==> config.mk <==
export PLATFORM = sky130hd
export DESIGN_NAME = cross_product_seq_flat
export DESIGN_NICKNAME = d
export VERILOG_FILES = /design/src/rtl/cross_product_seq_if.sv /design/src/rtl/cross_product_seq.sv /design/src/flat_wrapper.sv
export SDC_FILE = /design/constraint.sdc
export NUM_CORES = 2
export LEC_CHECK = 0
export CORE_MARGIN = 3
export CORE_UTILIZATION = 25
export CTS_CLUSTER_SIZE = 40
export DETAILED_ROUTE_END_ITERATION = 7
export GPL_TIMING_DRIVEN = 0
export REMOVE_ABC_BUFFERS = 1
export SKIP_CTS_REPAIR_TIMING = 1
export SYNTH_ARGS = -nofsm -noshare
export SYNTH_HDL_FRONTEND = slang
export SYNTH_SLANG_ARGS = --single-unit
==> constraint.sdc <==
create_clock -name clk -period 13.8 [get_ports clk]
set_clock_uncertainty 0.05 [all_clocks]
set_input_delay 2.76 -clock clk [delete_from_list [all_inputs] [get_ports clk]]
set_output_delay 2.76 -clock clk [all_outputs]
set_load 0.01 [all_outputs]
==> src/rtl/cross_product_seq_if.sv <==
// Operand/result handshake bundle for cross_product_seq.
// Latency: none (wiring only).
// Backpressure: valid/ready on both sides; master = producer/consumer, slave = the unit.
//
// Signals: in_valid/in_ready/in_a/in_b carry one operand pair, packed {x,y,z};
//          out_valid/out_ready/out_c carry the result, packed {x,y,z}.
interface cross_product_seq_if #(
  parameter int WIDTH = 32
);
  logic               in_valid;
  logic               in_ready;
  logic [3*WIDTH-1:0] in_a;
  logic [3*WIDTH-1:0] in_b;
  logic               out_valid;
  logic               out_ready;
  logic [3*WIDTH-1:0] out_c;

  modport master (
    output in_valid, in_a, in_b, out_ready,
    input  in_ready, out_valid, out_c
  );

  modport slave (
    input  in_valid, in_a, in_b, out_ready,
    output in_ready, out_valid, out_c
  );
endinterface

==> src/rtl/cross_product_seq.sv <==
// Fixed-point cross product c = a x b using one shared pipelined multiplier.
// Latency: out_valid rises 6+MUL_LAT cycles after the accepting edge; no overlap of operations.
// Backpressure: in_ready only in IDLE; result held in DONE for as long as out_ready stays low.
//
// Ports: clk, rst_n (synchronous, active-low); io (slave modport): in_valid/in_ready/in_a/in_b,
//        out_valid/out_ready/out_c, all vectors packed {x,y,z}; busy = not IDLE.
// Format is signed Q(WIDTH-FRAC).FRAC; MUL_LAT must be 1..4, FRAC must be 1..WIDTH.
module cross_product_seq #(
  parameter int WIDTH   = 32,
  parameter int FRAC    = 16,
  parameter int MUL_LAT = 2
) (
  input  logic                clk,
  input  logic                rst_n,
  cross_product_seq_if.slave  io,
  output logic                busy
);

  typedef enum logic [1:0] {IDLE, ISSUE, DRAIN, DONE} state_t;

  state_t             state_q, state_d;
  logic [3*WIDTH-1:0] a_q, a_d;
  logic [3*WIDTH-1:0] b_q, b_d;
  logic [3*WIDTH-1:0] c_q, c_d;
  logic [2:0]         k_q, k_d;
  logic [WIDTH-1:0]   even_q, even_d;
  logic               in_ready_q, in_ready_d;
  logic               out_valid_q, out_valid_d;
  logic               busy_q, busy_d;

  // Multiplier pipeline: already-scaled fMul value, valid bit and product index per stage.
  logic [WIDTH-1:0]   pp_q [MUL_LAT];
  logic [WIDTH-1:0]   pp_d [MUL_LAT];
  logic               pv_q [MUL_LAT];
  logic               pv_d [MUL_LAT];
  logic [2:0]         pt_q [MUL_LAT];
  logic [2:0]         pt_d [MUL_LAT];

  logic signed [WIDTH-1:0]   op_p;
  logic signed [WIDTH-1:0]   op_q;
  logic signed [2*WIDTH-1:0] prod;
  logic [WIDTH-1:0]          fmul_val;
  logic [WIDTH-1:0]          diff;
  logic                      issue;
  logic                      unused_prod_bits;

  function automatic logic [WIDTH-1:0] comp_x(input logic [3*WIDTH-1:0] v);
    return v[3*WIDTH-1:2*WIDTH];
  endfunction
  function automatic logic [WIDTH-1:0] comp_y(input logic [3*WIDTH-1:0] v);
    return v[2*WIDTH-1:WIDTH];
  endfunction
  function automatic logic [WIDTH-1:0] comp_z(input logic [3*WIDTH-1:0] v);
    return v[WIDTH-1:0];
  endfunction

  // Full signed product; bits [FRAC +: WIDTH] equal (prod >>> FRAC) truncated to WIDTH,
  // which is the floor-toward-minus-infinity scaling with wraparound.
  assign prod             = op_p * op_q;
  assign fmul_val         = prod[FRAC +: WIDTH];
  assign unused_prod_bits = ^{prod[2*WIDTH-1:FRAC+WIDTH], prod[FRAC-1:0]};

  // Operand selection for product Pk; even/odd pairs are subtracted as they drain.
  always_comb begin
    op_p = '0;
    op_q = '0;
    case (k_q)
      3'd0:    begin op_p = comp_y(a_q); op_q = comp_z(b_q); end
      3'd1:    begin op_p = comp_z(a_q); op_q = comp_y(b_q); end
      3'd2:    begin op_p = comp_x(b_q); op_q = comp_z(a_q); end
      3'd3:    begin op_p = comp_x(a_q); op_q = comp_z(b_q); end
      3'd4:    begin op_p = comp_x(a_q); op_q = comp_y(b_q); end
      3'd5:    begin op_p = comp_x(b_q); op_q = comp_y(a_q); end
      default: begin op_p = '0;          op_q = '0;          end
    endcase
  end

  always_comb begin
    state_d = state_q;
    a_d     = a_q;
    b_d     = b_q;
    c_d     = c_q;
    k_d     = k_q;
    even_d  = even_q;
    issue   = 1'b0;
    diff    = even_q - pp_q[MUL_LAT-1];

    case (state_q)
      IDLE: begin
        if (io.in_valid) begin
          a_d     = io.in_a;
          b_d     = io.in_b;
          k_d     = 3'd0;
          state_d = ISSUE;
        end
      end
      ISSUE: begin
        issue = 1'b1;
        k_d   = k_q + 3'd1;
        if (k_q == 3'd5) begin
          state_d = DRAIN;
        end
      end
      DRAIN: begin
        state_d = DRAIN;
      end
      DONE: begin
        // out_valid is always high in DONE, so out_ready alone completes the transfer.
        if (io.out_ready) begin
          state_d = IDLE;
        end
      end
      default: state_d = IDLE;
    endcase

    pp_d[0] = fmul_val;
    pv_d[0] = issue;
    pt_d[0] = k_q;
    for (int i = 1; i < MUL_LAT; i++) begin
      pp_d[i] = pp_q[i-1];
      pv_d[i] = pv_q[i-1];
      pt_d[i] = pt_q[i-1];
    end

    // Products may start exiting while still in ISSUE (short pipelines); P5 always
    // exits after ISSUE has ended, so its write is the one that enters DONE.
    if (pv_q[MUL_LAT-1]) begin
      if (!pt_q[MUL_LAT-1][0]) begin
        even_d = pp_q[MUL_LAT-1];
      end else begin
        case (pt_q[MUL_LAT-1])
          3'd1:    c_d[3*WIDTH-1:2*WIDTH] = diff;
          3'd3:    c_d[2*WIDTH-1:WIDTH]   = diff;
          3'd5: begin
            c_d[WIDTH-1:0] = diff;
            state_d        = DONE;
          end
          default: c_d = c_q;
        endcase
      end
    end

    in_ready_d  = (state_d == IDLE);
    out_valid_d = (state_d == DONE);
    busy_d      = (state_d != IDLE);
  end

  always_ff @(posedge clk) begin
    if (!rst_n) begin
      state_q     <= IDLE;
      a_q         <= '0;
      b_q         <= '0;
      c_q         <= '0;
      k_q         <= '0;
      even_q      <= '0;
      in_ready_q  <= 1'b1;
      out_valid_q <= 1'b0;
      busy_q      <= 1'b0;
      for (int i = 0; i < MUL_LAT; i++) begin
        pp_q[i] <= '0;
        pv_q[i] <= 1'b0;
        pt_q[i] <= '0;
      end
    end else begin
      state_q     <= state_d;
      a_q         <= a_d;
      b_q         <= b_d;
      c_q         <= c_d;
      k_q         <= k_d;
      even_q      <= even_d;
      in_ready_q  <= in_ready_d;
      out_valid_q <= out_valid_d;
      busy_q      <= busy_d;
      for (int i = 0; i < MUL_LAT; i++) begin
        pp_q[i] <= pp_d[i];
        pv_q[i] <= pv_d[i];
        pt_q[i] <= pt_d[i];
      end
    end
  end

  assign io.in_ready  = in_ready_q;
  assign io.out_valid = out_valid_q;
  assign io.out_c     = c_q;
  assign busy         = busy_q;

endmodule

==> src/flat_wrapper.sv <==
// flat-port wrapper written by rule: the top's interface ports become plain ports
module cross_product_seq_flat 
#(
  parameter int WIDTH   = 32,
  parameter int FRAC    = 16,
  parameter int MUL_LAT = 2
)
  (clk, rst_n, busy, io_in_valid, io_in_a, io_in_b, io_out_ready, io_in_ready, io_out_valid, io_out_c);
  cross_product_seq_if #(.WIDTH(WIDTH)) io_i ();
  input  logic clk;
  input  logic rst_n;
  output logic busy;
  input wire logic [$bits(io_i.in_valid)-1:0] io_in_valid;
  input wire logic [$bits(io_i.in_a)-1:0] io_in_a;
  input wire logic [$bits(io_i.in_b)-1:0] io_in_b;
  input wire logic [$bits(io_i.out_ready)-1:0] io_out_ready;
  output wire logic [$bits(io_i.in_ready)-1:0] io_in_ready;
  output wire logic [$bits(io_i.out_valid)-1:0] io_out_valid;
  output wire logic [$bits(io_i.out_c)-1:0] io_out_c;
  assign io_i.in_valid = io_in_valid;
  assign io_i.in_a = io_in_a;
  assign io_i.in_b = io_in_b;
  assign io_i.out_ready = io_out_ready;
  assign io_in_ready = io_i.in_ready;
  assign io_out_valid = io_i.out_valid;
  assign io_out_c = io_i.out_c;
  cross_product_seq #(.WIDTH(WIDTH), .FRAC(FRAC), .MUL_LAT(MUL_LAT)) u_core (.clk(clk), .rst_n(rst_n), .io(io_i), .busy(busy));
endmodule
==> impl_metrics.json <==
{
  "firstDrtPassIters": 8,
  "path_clk_slew_ps": 70,
  "max_stage_delay_ps": 1120,
  "slew_headroom": -0.000531,
  "tightest_slew_ps": 1500,
  "core_mm2": 0.176,
  "cp_slowest_cell": "and2_0",
  "register_area_mm2": 0.00801,
  "fin_area_mm2": 0.0519,
  "synth_top_family_by_area": "adder cells",
  "track_usage": 0.188,
  "min_period_ps": 12910,
  "grt_pass1_vias": 38600,
  "dieArea_mm2": 0.183,
  "synth-edff-count": 0,
  "ys.flop_type": "dfxtp_1",
  "cp.arrival_ps": 13350,
  "synth-simple-area-share": 0.176,
  "drc_errors": 0,
  "finalMaxSlewViolations": 8,
  "seq_power_share": 0.271,
  "setup_viol": 0,
  "ys_warn_count": 0,
  "rrSetupSlack_ps": 890,
  "grt_start_max_net_pins": 164,
  "netlist_area_mm2": 0.0444,
  "place_congestion": 0.972,
  "h-tree-depth": 2,
  "synth_compound_area_frac": 0.0964,
  "p_leak_nw": 22.3,
  "nets": 6622,
  "intPower_w": 0.00277,
  "finalCritPeriodShare": 0.936,
  "worst-path-buf-inv": 4,
  "synth_area_leader_cell": "fa_1",
  "synth.most_common_cell": "nand2_1",
  "fill_cells": 18800,
  "end_kind": "flip-flop",
  "grt_pass1_wl_um": 253000,
  "crit_path_end": "u_core.pp_q[0][30]$_SDFF_PN0_",
  "violations": "capacitance limit, slew limit",
  "ir_drop_mv": 0.0841,
  "wl_per_cell_um": 22.0,
  "crit_start": "u_core.k_q[1]$_SDFFE_PN0P_",
  "antenna_found_initial": 7,
  "synth_top_cells_by_area": "fa_1 38%, dfxtp_1 18%, nand2_1 10%",
  "synth_fa_ha_area_frac": 0.434,
  "synth_xor_area_frac": 0.0193,
  "clkPwrFrac": 0.272,
  "rows": 154,
  "drv_cap": 1,
  "start_util": 0.252,
  "hpwlAfterDp_um": 140000,
  "clk_path_buf_depth": 3,
  "rr_startpoint": "u_core.k_q[1]$_SDFFE_PN0P_",
  "wl_um": 171000,
  "ys_ff_latch": 400,
  "pin_count": 295,
  "finalPower_w": 0.00476,
  "outcome": "finished, violations left",
  "fmax_ghz": 0.0774,
  "power.density_mw_per_mm2": 91.6,
  "clk_latency_ps": 640,
  "avgViaCountPerCell": 4.77,
  "hold_class": "flip-flop to flip-flop",
  "hold_violations": 0,
  "cts_tree": "done",
  "crit_required_ps": 14240,
  "synth.avg_cell_area_um2": 8.45,
  "grt.overflow.total": 0,
  "die_width_um": 428,
  "synth_cells": 5257,
  "die_y_um": 428,
  "cts.sink_count": 400,
  "crit_cells": 30,
  "r2r-end": "u_core.pp_q[0][30]$_SDFF_PN0_",
  "cts-root-buf": "clkbuf_16",
  "asyncSetResetFlopFracSynth": 0,
  "p_switching_w": 0.00199,
  "portBuffers": 294,
  "multi_input_area_mm2": 0.0326,
  "cts_inserted_buffers": 45,
  "worst_path_dominant_cell_family": "adder cells",
  "synth_common_cells": "1186 x nand2_1, 839 x fa_1, 832 x inv_1, 555 x nor2_1, 400 x dfxtp_1",
  "ant_nets": 0,
  "yosys-mux-area-fraction": 0.00138,
  "synth.distinct_cells": 71,
  "critPathLaunchType": "flip-flop",
  "rsz0062_at_grt": "no",
  "path_max_fanout": 30,
  "synth_top_area_frac": 0.378,
  "swShare": 0.418,
  "placed_cell_area_mm2": 0.0503,
  "rr_worst_depth": 30,
  "yosysSeqAreaShare": 0.180,
  "area_growth_pct": 16.8,
  "criticalPathCategory": "flip-flop to flip-flop",
  "drive_above_1_share": 0.0330,
  "crit_top_cell": "fa_1",
  "dr_total_vias": 37000,
  "dr.first_iter.drc_count": 2933,
  "pwr-share-comb": 0.456
}
==> power groups by stage <==
stage,Clock [W],Combinational [W],Sequential [W]
3_3_place_gp,0,0.00212,0.00131
5_1_grt,0.00137,0.00238,0.00130
2_1_floorplan,0,0.00132,0.00130
6_report,0.00130,0.00217,0.00129
4_1_cts,0.00133,0.00216,0.00129
3_5_place_dp,0,0.00215,0.00132
==> layer usage <==
| layer | up-vias | share of wire | GRT usage |
|---|---|---|---|
| met5 | - | 0.00018 | 0 |
| met4 | 4 | 0.044 | 0.0730 |
| met3 | 314 | 0.080 | 0.0386 |
| met2 | 1492 | 0.46 | 0.309 |
| met1 | 18800 | 0.41 | 0.241 |
| li1 | 16400 | - | - |
==> cell type report <==
type	count	area share
multi-input cells	3766	0.627
clock buffers	61	0.0250
repair buffers	342	0.0714
inverters	833	0.0604
well taps	2340	0.0564
diodes	3	0.000145
clock inverters	17	0.00554
flip-flops and latches	400	0.154
==> layout by cell type, fill, tap and decap left out, types with 14 or more instances in the layout <==
cell / n
a21o_1: 33
nor3_1: 22
fa_1: 839
nor2_1: 548
and3_1: 14
xor2_1: 18
o21ai_0: 63
o21a_1: 19
clkbuf_16: 45
a221o_1: 24
a211oi_1: 19
nand3_1: 25
inv_1: 832
nand2_1: 1183
a21oi_1: 369
ha_1: 199
a221oi_2: 14
a22o_1: 25
xnor2_1: 75
clkdlybuf4s50_1: 293
dfxtp_1: 400
and2_1: 74
a222oi_1: 33
==> registers in the layout, summed over array words and instances, names as in the netlist <==
name                 count
u_core.b_q              96
u_core.even_q           32
u_core.pt_q              6
u_core.state_q           2
u_core.io.out_c         96
u_core.k_q               3
u_core.a_q              96
u_core.pv_q              2
u_core.io.in_ready       1
u_core.pp_q             64
u_core.busy              1
u_core.io.out_valid      1
==> how the worst min path moves through the flow <==
stage | from | to | slack, ps | depth (start not counted)
floorplan | u_core.pp_q[0][0]$_SDFF_PN0_ | u_core.pp_q[0][32]$_SDFF_PN0_ | 360 | 1
global placement | u_core.pp_q[0][2]$_SDFF_PN0_ | u_core.pp_q[0][34]$_SDFF_PN0_ | 370 | 1
detailed placement | u_core.pp_q[0][3]$_SDFF_PN0_ | u_core.pp_q[0][35]$_SDFF_PN0_ | 370 | 1
CTS | u_core.pp_q[0][3]$_SDFF_PN0_ | u_core.pp_q[0][35]$_SDFF_PN0_ | 380 | 1
global route | u_core.pp_q[0][5]$_SDFF_PN0_ | u_core.pp_q[0][37]$_SDFF_PN0_ | 390 | 1
finish | u_core.pp_q[0][5]$_SDFF_PN0_ | u_core.pp_q[0][37]$_SDFF_PN0_ | 380 | 1
==> cell families (layout without fill, tap and decap cells) <==
family | after synthesis | count (layout)
compound gates | 678 | 678
xor+xnor | 95 | 95
fa+ha+maj | 1038 | 1038
buf+inv | 1091 | 1253
flops | 400 | 400
mux | 5 | 5
other cells | 0 | 3
simple gates | 1950 | 1950
==> per-stage QoR <==
step | std cells | worst slack [ps] | hold slack, ps | TNS [ps] | util
2_1_floorplan | 4999 | 2670 | 362 | 0 | -
3_3_place_gp | 7633 | -5160 | 367 | -109810 | 0.279
3_5_place_dp | 7677 | 1250 | 368 | 0 | 0.285
4_1_cts | 7755 | 1230 | 381 | 0 | 0.294
5_1_grt | 7759 | 661 | 385 | 0 | 0.294
6_report | 7762 | 886 | 380 | 0 | 0.294
No activity file was read; power rests on OpenSTA's default activity.
